--- src/rtl/textlcd_msg_arbiter_pkg.sv ---
// Shared types and constants for the text-LCD message arbiter and its helpers.
package textlcd_pkg;

    localparam int MSG_W   = 256;
    localparam int WORD_W  = 32;
    localparam int N_WORDS = MSG_W / WORD_W;

    localparam logic [7:0]        CHAR_SPACE = 8'h20;
    localparam logic [WORD_W-1:0] BLANK_WORD = {4{CHAR_SPACE}};

    typedef enum logic [1:0] {
        IDLE  = 2'd0,
        GRANT = 2'd1,
        HOLD  = 2'd2
    } state_t;

endpackage

--- src/rtl/textlcd_msg_arbiter_if.sv ---
// Requester-side bus of the text-LCD message arbiter: requests, messages,
// blank command, acks/status and the eight display words for the LCD driver.
interface textlcd_msg_arbiter_if #(
    parameter int N_REQ = 2
) ();
    import textlcd_pkg::*;

    logic [N_REQ-1:0]       req;
    logic [N_REQ*MSG_W-1:0] msg;
    logic                   clr;
    logic [N_REQ-1:0]       ack;
    logic [2:0]             owner;
    logic                   busy;
    logic [WORD_W-1:0]      reg_a;
    logic [WORD_W-1:0]      reg_b;
    logic [WORD_W-1:0]      reg_c;
    logic [WORD_W-1:0]      reg_d;
    logic [WORD_W-1:0]      reg_e;
    logic [WORD_W-1:0]      reg_f;
    logic [WORD_W-1:0]      reg_g;
    logic [WORD_W-1:0]      reg_h;

    modport master (
        output req, msg, clr,
        input  ack, owner, busy,
        input  reg_a, reg_b, reg_c, reg_d, reg_e, reg_f, reg_g, reg_h
    );

    modport slave (
        input  req, msg, clr,
        output ack, owner, busy,
        output reg_a, reg_b, reg_c, reg_d, reg_e, reg_f, reg_g, reg_h
    );

endinterface

--- src/rtl/textlcd_msg_arbiter_rr_pick.sv ---
// Combinational round-robin pick: first set request bit at or above ptr,
// wrapping modulo N_REQ. Reusable for any shared peripheral.
module textlcd_msg_arbiter_rr_pick #(
    parameter int N_REQ = 2
) (
    input  logic [N_REQ-1:0] req,
    input  logic [2:0]       ptr,
    output logic [2:0]       idx,
    output logic             valid
);

    logic [2*N_REQ-1:0] req_dbl;
    logic [2*N_REQ-1:0] req_shift;
    logic [N_REQ-1:0]   req_rot;
    logic [2:0]         off;
    logic [3:0]         sum;

    // Duplicating the vector turns the wrap-around into a plain right shift.
    assign req_dbl   = {req, req};
    assign req_shift = req_dbl >> ptr;
    assign req_rot   = req_shift[N_REQ-1:0];

    always_comb begin
        off   = '0;
        valid = 1'b0;
        for (int k = N_REQ - 1; k >= 0; k--) begin
            if (req_rot[k]) begin
                off   = 3'(k);
                valid = 1'b1;
            end
        end
    end

    assign sum = {1'b0, ptr} + {1'b0, off};
    assign idx = (sum >= 4'(N_REQ)) ? 3'(sum - 4'(N_REQ)) : sum[2:0];

endmodule

--- src/rtl/textlcd_msg_arbiter.sv ---
// Round-robin arbiter sharing the 2x16 LCD text registers between N_REQ
// message sources, holding each granted message for HOLD_CYCLES clocks.
module textlcd_msg_arbiter
    import textlcd_pkg::*;
#(
    parameter int N_REQ       = 2,
    parameter int HOLD_CYCLES = 68000,
    parameter int CNT_W       = 20
) (
    input  logic                  lcdclk,
    input  logic                  reset,
    textlcd_msg_arbiter_if.slave  bus
);

    localparam logic [CNT_W-1:0] HOLD_LOAD = CNT_W'(HOLD_CYCLES - 1);
    localparam int               MSG_SH    = $clog2(MSG_W);

    state_t                          state_reg, state_next;
    logic [2:0]                      gnt_idx_reg, gnt_idx_next;
    logic [2:0]                      rr_ptr_reg, rr_ptr_next;
    logic [2:0]                      owner_reg, owner_next;
    logic [N_REQ-1:0]                ack_reg, ack_next;
    logic                            busy_reg;
    logic [CNT_W-1:0]                cnt_reg, cnt_next;
    logic [N_WORDS-1:0][WORD_W-1:0]  disp_reg, disp_next;

    logic [2:0]       pick_idx;
    logic             pick_valid;
    logic [N_REQ-1:0] gnt_onehot;
    logic [MSG_W-1:0] sel_msg;

    textlcd_msg_arbiter_rr_pick #(
        .N_REQ (N_REQ)
    ) u_rr_pick (
        .req   (bus.req),
        .ptr   (rr_ptr_reg),
        .idx   (pick_idx),
        .valid (pick_valid)
    );

    genvar gi;
    generate
        for (gi = 0; gi < N_REQ; gi++) begin : g_onehot
            assign gnt_onehot[gi] = (gnt_idx_reg == 3'(gi));
        end
    endgenerate

    // Message slices are MSG_W wide, so the slice offset is the index shifted left.
    assign sel_msg = MSG_W'(bus.msg >> {gnt_idx_reg, {MSG_SH{1'b0}}});

    always_comb begin
        state_next   = state_reg;
        gnt_idx_next = gnt_idx_reg;
        rr_ptr_next  = rr_ptr_reg;
        owner_next   = owner_reg;
        ack_next     = '0;
        cnt_next     = cnt_reg;
        disp_next    = disp_reg;

        if (bus.clr) begin
            // Blanking outranks a pending load; the request stays pending.
            disp_next  = {N_WORDS{BLANK_WORD}};
            cnt_next   = HOLD_LOAD;
            state_next = HOLD;
        end else begin
            case (state_reg)
                IDLE: begin
                    if (pick_valid) begin
                        gnt_idx_next = pick_idx;
                        state_next   = GRANT;
                    end
                end
                GRANT: begin
                    disp_next   = sel_msg;
                    ack_next    = gnt_onehot;
                    owner_next  = gnt_idx_reg;
                    rr_ptr_next = (gnt_idx_reg == 3'(N_REQ - 1)) ? 3'd0 : gnt_idx_reg + 3'd1;
                    cnt_next    = HOLD_LOAD;
                    state_next  = HOLD;
                end
                HOLD: begin
                    if (cnt_reg == '0) begin
                        state_next = IDLE;
                    end else begin
                        cnt_next = cnt_reg - 1'b1;
                    end
                end
                default: state_next = IDLE;
            endcase
        end
    end

    always_ff @(posedge lcdclk or posedge reset) begin
        if (reset) begin
            state_reg   <= IDLE;
            gnt_idx_reg <= '0;
            rr_ptr_reg  <= '0;
            owner_reg   <= '0;
            ack_reg     <= '0;
            busy_reg    <= 1'b0;
            cnt_reg     <= '0;
            disp_reg    <= {N_WORDS{BLANK_WORD}};
        end else begin
            state_reg   <= state_next;
            gnt_idx_reg <= gnt_idx_next;
            rr_ptr_reg  <= rr_ptr_next;
            owner_reg   <= owner_next;
            ack_reg     <= ack_next;
            busy_reg    <= (state_next != IDLE);
            cnt_reg     <= cnt_next;
            disp_reg    <= disp_next;
        end
    end

    assign bus.ack   = ack_reg;
    assign bus.owner = owner_reg;
    assign bus.busy  = busy_reg;
    assign bus.reg_a = disp_reg[7];
    assign bus.reg_b = disp_reg[6];
    assign bus.reg_c = disp_reg[5];
    assign bus.reg_d = disp_reg[4];
    assign bus.reg_e = disp_reg[3];
    assign bus.reg_f = disp_reg[2];
    assign bus.reg_g = disp_reg[1];
    assign bus.reg_h = disp_reg[0];

endmodule

--- src/flat_wrapper.sv ---
// flat-port wrapper written by rule: the top's interface ports become plain ports
module textlcd_msg_arbiter_flat import textlcd_pkg::*;
#(
    parameter int N_REQ       = 2,
    parameter int HOLD_CYCLES = 68000,
    parameter int CNT_W       = 20
)
  (lcdclk, reset, bus_req, bus_msg, bus_clr, bus_ack, bus_owner, bus_busy, bus_reg_a, bus_reg_b, bus_reg_c, bus_reg_d, bus_reg_e, bus_reg_f, bus_reg_g, bus_reg_h);
  textlcd_msg_arbiter_if #(.N_REQ(N_REQ)) bus_i ();
  input  logic lcdclk;
  input  logic reset;
  input wire logic [$bits(bus_i.req)-1:0] bus_req;
  input wire logic [$bits(bus_i.msg)-1:0] bus_msg;
  input wire logic [$bits(bus_i.clr)-1:0] bus_clr;
  output wire logic [$bits(bus_i.ack)-1:0] bus_ack;
  output wire logic [$bits(bus_i.owner)-1:0] bus_owner;
  output wire logic [$bits(bus_i.busy)-1:0] bus_busy;
  output wire logic [$bits(bus_i.reg_a)-1:0] bus_reg_a;
  output wire logic [$bits(bus_i.reg_b)-1:0] bus_reg_b;
  output wire logic [$bits(bus_i.reg_c)-1:0] bus_reg_c;
  output wire logic [$bits(bus_i.reg_d)-1:0] bus_reg_d;
  output wire logic [$bits(bus_i.reg_e)-1:0] bus_reg_e;
  output wire logic [$bits(bus_i.reg_f)-1:0] bus_reg_f;
  output wire logic [$bits(bus_i.reg_g)-1:0] bus_reg_g;
  output wire logic [$bits(bus_i.reg_h)-1:0] bus_reg_h;
  assign bus_i.req = bus_req;
  assign bus_i.msg = bus_msg;
  assign bus_i.clr = bus_clr;
  assign bus_ack = bus_i.ack;
  assign bus_owner = bus_i.owner;
  assign bus_busy = bus_i.busy;
  assign bus_reg_a = bus_i.reg_a;
  assign bus_reg_b = bus_i.reg_b;
  assign bus_reg_c = bus_i.reg_c;
  assign bus_reg_d = bus_i.reg_d;
  assign bus_reg_e = bus_i.reg_e;
  assign bus_reg_f = bus_i.reg_f;
  assign bus_reg_g = bus_i.reg_g;
  assign bus_reg_h = bus_i.reg_h;
  textlcd_msg_arbiter #(.N_REQ(N_REQ), .HOLD_CYCLES(HOLD_CYCLES), .CNT_W(CNT_W)) u_core (.lcdclk(lcdclk), .reset(reset), .bus(bus_i));
endmodule
--- config.mk ---
export PLATFORM = sky130hd
export DESIGN_NAME = textlcd_msg_arbiter_flat
export DESIGN_NICKNAME = d
export VERILOG_FILES = /design/src/rtl/textlcd_msg_arbiter_pkg.sv /design/src/rtl/textlcd_msg_arbiter_if.sv /design/src/rtl/textlcd_msg_arbiter_rr_pick.sv /design/src/rtl/textlcd_msg_arbiter.sv /design/src/flat_wrapper.sv
export SDC_FILE = /design/constraint.sdc
export NUM_CORES = 1
export LEC_CHECK = 0
export BUFFER_PORTS_ARGS = -buffer_cell sky130_fd_sc_hd__buf_2
export CORE_AREA = 3 3 306 308
export DETAILED_ROUTE_END_ITERATION = 8
export DIE_AREA = 0 0 309 311
export HOLD_SLACK_MARGIN = 0.1
export SYNTH_ARGS = -nofsm -noshare
export SYNTH_HDL_FRONTEND = slang
export SYNTH_HIERARCHICAL = 1
export SYNTH_SLANG_ARGS = --single-unit
--- constraint.sdc ---
create_clock -name lcdclk -period 16.55 [get_ports lcdclk]
set_input_delay 1.655 -clock lcdclk [delete_from_list [all_inputs] [get_ports lcdclk]]
set_output_delay 1.655 -clock lcdclk [all_outputs]
set_load 0.01 [all_outputs]
== Word-level counts from Yosys, hierarchy flattened ==
Index checks and enable logic that the tools add are counted.
Storage, ports and cells
  bits in registers: 290
  input bits: 517
  output and inout port bits: 262
  word-level logic and storage cells: 53
Cells by class
  add/sub/neg operators: 4
  $lt $le $gt $ge: 1
  equality and inequality tests: 4
  shifts and indexed selects: 2
  mux-type cells: 17
  bitwise operators: 1
  reductions and logical operators: 9
Operators by type and width (count)
  $mux 256: 2
  $shr 512x11->256: 1
  $mux 20: 2
  $pmux 20 s2: 1
  $logic_not 20->1: 1
  $sub 20x1->20 const B: 1
  $mux 2: 5
  $mux 3: 3
  $pmux 2 s3: 1
  $add 3x3->4: 1
  $ge 4x2->1 const B: 1
  $reduce_and 2->1: 2
  $reduce_bool 2->1: 2
  $shr 4x3->2: 1
  $add 3x1->3 const B: 1
  $eq 3x1->1 const B: 1
  $logic_not 3->1: 1
  $mux 1: 3
  $ne 3x3->1 const B: 1
  $reduce_and 3->1: 1
  $reduce_bool 3->1: 1
  $sub 3x2->3 const B: 1
  $eq 2x1->1 const B: 1
  $eq 2x2->1 const B: 1
  2 further kinds: 2

== Logic depth before layout (Yosys ltp) ==
  word-level depth: 7
  gate-level depth with buffers: 7
  gate-level depth less buffers: 7

== By module ==
Netlist, hierarchy kept.
By module, submodules not included
  textlcd_msg_arbiter: instances 1, cells an instance 1290, area an instance 13300.3 µm², sequential area each 7297.0 µm²
  textlcd_msg_arbiter_rr_pick: instances 1, cells an instance 14, area an instance 111.4 µm², sequential area each 0.0 µm²

== Worst setup path after synthesis ==
No wires, ideal clock.
  path kind: input to register
  start point: in bus_req[0]
  end point: reg u_core.gnt_idx_reg[2]
  library setup time: 0.125 ns
  arrival time: 3.013 ns
  data required time: 16.425 ns
  path slack: 13.412 ns
  stages on the path: 7
  path buffers: 0
  cell sequence: or3b_1 a21oi_1 ha_1 ha_1 a21oi_1 a31oi_1 mux2_2
On the way
  longest elaborated chain between the ends: 6
  elaborated cells between the ends (all ways): 10
  those cells by class: 2 x add/sub; 1 x order compare; 1 x shift; 5 x mux; 1 x reduce/logical
RTL lines
  start, declared: line flat_wrapper.sv:12  | input wire logic [$bits(bus_i.req)-1:0] bus_req;
  $shr 4x3->2 (*): line textlcd_msg_arbiter_rr_pick.sv:20  | assign req_shift = req_dbl >> ptr;
  $mux 1: line textlcd_msg_arbiter_rr_pick.sv:27  | if (req_rot[k]) begin
  $mux 3 (*): line textlcd_msg_arbiter_rr_pick.sv:27
  $add 3x3->4 (*): line textlcd_msg_arbiter_rr_pick.sv:34  | assign sum = {1'b0, ptr} + {1'b0, off};
  $ge 4x2->1 or $sub 3x2->3 (tied branches): line textlcd_msg_arbiter_rr_pick.sv:35  | assign idx = (sum >= 4'(N_REQ)) ? 3'(sum - 4'(N_REQ)) : sum[2:0];
  $mux 3 (*): line textlcd_msg_arbiter_rr_pick.sv:35
  named net u_core.pick_idx[2]: line textlcd_msg_arbiter.sv:27  | logic [2:0] pick_idx;
  end signal, assigned: line textlcd_msg_arbiter.sv:105  | gnt_idx_reg <= gnt_idx_next;
  end, declared: line textlcd_msg_arbiter.sv:19  | logic [2:0] gnt_idx_reg, gnt_idx_next;
Mark *: on every way through the listed nets, which the timed path passes. The rest lies on a longest branch.
A chain may end at the register's enable or synchronous reset.

== Final worst setup path ==
  start point: in bus_clr
  end point: reg u_core.disp_reg, in the netlist u_core/bus.reg_c[31]
On the way
  longest elaborated chain between the ends: 1
  elaborated cells between the ends (all ways): 2
  those cells by class: 1 x mux; 1 x reduce/logical
RTL lines
  start, declared: line flat_wrapper.sv:14  | input wire logic [$bits(bus_i.clr)-1:0] bus_clr;
  $mux 256 or $reduce_bool 2->1 (tied branches)
  end signal, assigned: line textlcd_msg_arbiter.sv:102  | disp_reg <= {N_WORDS{BLANK_WORD}};
  end signal, assigned: line textlcd_msg_arbiter.sv:111  | disp_reg <= disp_next;
  end, declared: line textlcd_msg_arbiter.sv:25  | logic [N_WORDS-1:0][WORD_W-1:0] disp_reg, disp_next;
Parallel ways exist; a longest one is shown, timed or not.

==> run_results.csv <==
group,metric,value,unit
detailed_routing,first_iter_violations,685,
status,status,"complete, no violations",
floorplan,start_util,14.7,%
flow_run,maxCapViolCount,0,
final_layout,num-fill-cells,10000,
place,port-buffer-count,778,
power,power_density,93.4,mW/mm²
worst_setup_path,cp_max_fo,107,
worst_setup_path,critical_path.startpoint_type,"input pin",
sta,drv_slew,0,
grt,grt-ovfl-total,0,
sta,rsz0062_at_grt,"false",
grt,grt_pass1_wl,76800,µm
detailed_routing,firstDrtPassIters,5,
sta,tightest_slew,1.08,ns
synth,synth_xor_area_share,0.718,%
synth,async_reset_ff_share,100,%
power,peakVddDrop,0.0596,mV
final_layout,nNetsFinal,2562,
power,fin_total_pwr,0.00185,W
detailed_routing,drc,0,
place,hpwl,42000,µm
cts,cts_resized,0,
cts,clk_latency,0.53,ns
sta,slew_headroom,28.0,%
cts,cts-root-buf,"clkbuf_16",
place,gp_congestion,0.927,
synth,synth_fa_ha_area_share,0.280,%
final_layout,multi_input_area,0.00573,mm²
synth,synth_cells,1304,
floorplan,die_area,0.0961,mm²
worst_setup_path,required,16.92,ns
sta,setup_viol,0,
synth,ys_ff_latch,290,
floorplan,die_w,309,µm
detailed_routing,vias_per_cell,3.80,
grt,antenna_found_initial,7,
worst_setup_path,critPathCaptureType,"flip-flop",
sta,hold_violations,0,
synth,synth_compound_area_share,13.2,%
worst_setup_path,worstPathArrival,3.83,ns
grt,grt_max_degree,108,
cts,clk_pin_slew_worst_paths,0.06,ns
cts,h-tree-depth,2,
cts,clock_sink_count,290,
place,dpl.cell_count,3190,
grt,grtUsageTotal,10.4,%
floorplan,core,0.0914,mm²
final_layout,layout.cells.non_filler,3258,
floorplan,io_pins,779,
final_layout,regArea,0.00730,mm²
detailed_routing,via_count,12400,
sta,period_share,20.9,%
synth,synth_simple_gate_area_share,10.8,%
detailed_routing,ant_nets,0,
cts,clock_path_buffers,3,
cts,hold_buffers,0,
final_layout,final_core_util,21.7,%
synth,synth_edf_count,0,
min_path,hold_class,"flip-flop to flip-flop",
cts,cts_tree,"yes",
detailed_routing,wl_per_cell,16.4,µm
synth,ys.flop_type,"dfrtp_1",
synth,synth.area.mux_share,17.6,%
synth,synth_cell_type_count,54,
sta,period_needed,3.46,ns
detailed_routing,routed_wirelength,53500,µm
final_layout,syn_to_final_growth,48.1,%
synth,yosysSeqAreaShare,54.4,%
sta,max_freq,289,MHz
grt,grt_pass1_vias,12400,
worst_setup_path,critPathKind,"input pin to flip-flop",
power,p_leak,9.96,nW
floorplan,core.rowCount,111,
sta,finalSetupTns,0,ns
synth,netlist_area,0.0134,mm²
synth,synth_top_family_by_area,"multiplexers",
final_layout,drive_gt1_share,44.1,%
cts,post-cts-setup-buffers,0,
sta,finClkSkew,0.0145,ns
synth,synth_nets,1824,
synth,syn_area_per_cell,10.3,µm²
floorplan,die_h,311,µm
synth,synth_warnings,6,
cts,numCtsBuffers,36,
[worst max-delay path, cell delays in order]
cell and delay, ns:
buf_2 0.21, inv_1 0.11, and2_1 0.15, buf_4 0.27, nand2_4 0.26, buf_4 0.71, o21ai_0 0.24
[layout make-up]
| type | instances | share of cell area [%] |
|---|---|---|
| Tap cell | 1186 | 7.47 |
| Timing Repair Buffer | 796 | 20.3 |
| Clock buffer | 53 | 5.52 |
| Antenna cell | 4 | 0.0504 |
| Sequential cell | 290 | 36.7 |
| Clock inverter | 11 | 0.882 |
| Inverter | 8 | 0.189 |
| Multi-Input combinational cell | 910 | 28.9 |
[per-stage QoR]
step,hold WS [ns],cell area (µm²),setup slack [ns]
4_1_cts,0.477,19900,13.01
3_5_place_dp,0.464,18600,12.49
5_1_grt,0.490,19900,12.83
2_1_floorplan,0.503,13400,6.94
6_report,0.468,19900,13.09
3_3_place_gp,0.457,18600,12.54
[cells by family (layout without fill, tap and decap cells)]
family	Yosys count	in the layout
AND/OR/NAND/NOR	335	335
AO/OA/AOI/OAI	326	326
flip-flops	290	290
multiplexers	235	235
buffers and inverters	104	868
XOR/XNOR	11	11
adder cells (fa/ha/maj)	3	3
other	0	4
[cell usage in the layout, fill, tap and decap left out, drive strengths merged, types with 3 or more instances in the layout]
cell / n
dfstp: 32
nor4b: 3
nor2: 50
a2111oi: 4
and2: 3
dfrtp: 258
clkinv: 4
a22oi: 32
inv: 9
clkbuf: 53
xnor2: 10
bufinv: 4
mux2i: 228
or3: 5
nand2: 242
nand3: 3
nand4b: 3
mux2: 7
nor3: 8
ha: 3
a21oi: 45
or4: 3
diode: 4
a211oi: 5
nor2b: 4
buf: 796
o21ai: 228
[where the power goes]
group	internal, W	leakage [nW]	total [W]	switching, W
registers	0.000712	3.88	0.000720	0.00000748
clock network	0.000522	0.620	0.000841	0.000319
logic	0.000134	5.46	0.000294	0.000160
total	0.00137	9.96	0.00185	0.000486
[synth_stat cells (2+ instances only)]
cell | instances | area (µm²)
inv_1 | 8 | 30.0
and3_1 | 2 | 12.5
nor2b_1 | 4 | 25.0
o21bai_1 | 2 | 15.0
nor2_1 | 50 | 188
or3_1 | 3 | 18.8
a22oi_1 | 32 | 240
or4_1 | 2 | 15.0
nand4b_1 | 3 | 26.3
xnor2_1 | 10 | 87.6
buf_1 | 5 | 18.8
a2111oi_0 | 4 | 35.0
mux2_2 | 7 | 78.8
dfrtp_1 | 258 | 6460
a31oi_1 | 2 | 12.5
dfstp_2 | 32 | 841
nand3_1 | 3 | 15.0
nor3_1 | 7 | 35.0
mux2i_1 | 228 | 2280
clkbuf_1 | 88 | 330
a21oi_1 | 45 | 225
and2_1 | 3 | 18.8
a211oi_1 | 5 | 37.5
buf_2 | 2 | 10.0
o21ai_0 | 228 | 1140
ha_1 | 3 | 37.5
nand2_1 | 241 | 905
[worst paths after layout]
kind                                   endpoint  depth (start not counted)             startpoint  slack (ns)
max                        u_core/bus.reg_c[31]                          7                bus_clr       13.09
max in group asynchronous  u_core/bus.reg_a[27]                          4                  reset       13.18
max reg2reg                 u_core/bus.reg_c[0]                          5  u_core/gnt_idx_reg[0]       13.12
min in group asynchronous  u_core/bus.reg_e[26]                          2                  reset        1.20
min reg2reg                 u_core/bus.reg_d[9]                          2    u_core/bus.reg_d[9]        0.47
min                         u_core/bus.reg_d[9]                          2    u_core/bus.reg_d[9]        0.47
[per-layer routing]
layer / routed length (µm) / global-route usage [%]
met2: 25800 / 18.0
met1: 20800 / 11.9
met3: 4460 / 2.97
met4: 2430 / 4.72
met5: 34 / 0
No activity file was read; power rests on OpenSTA's default activity.
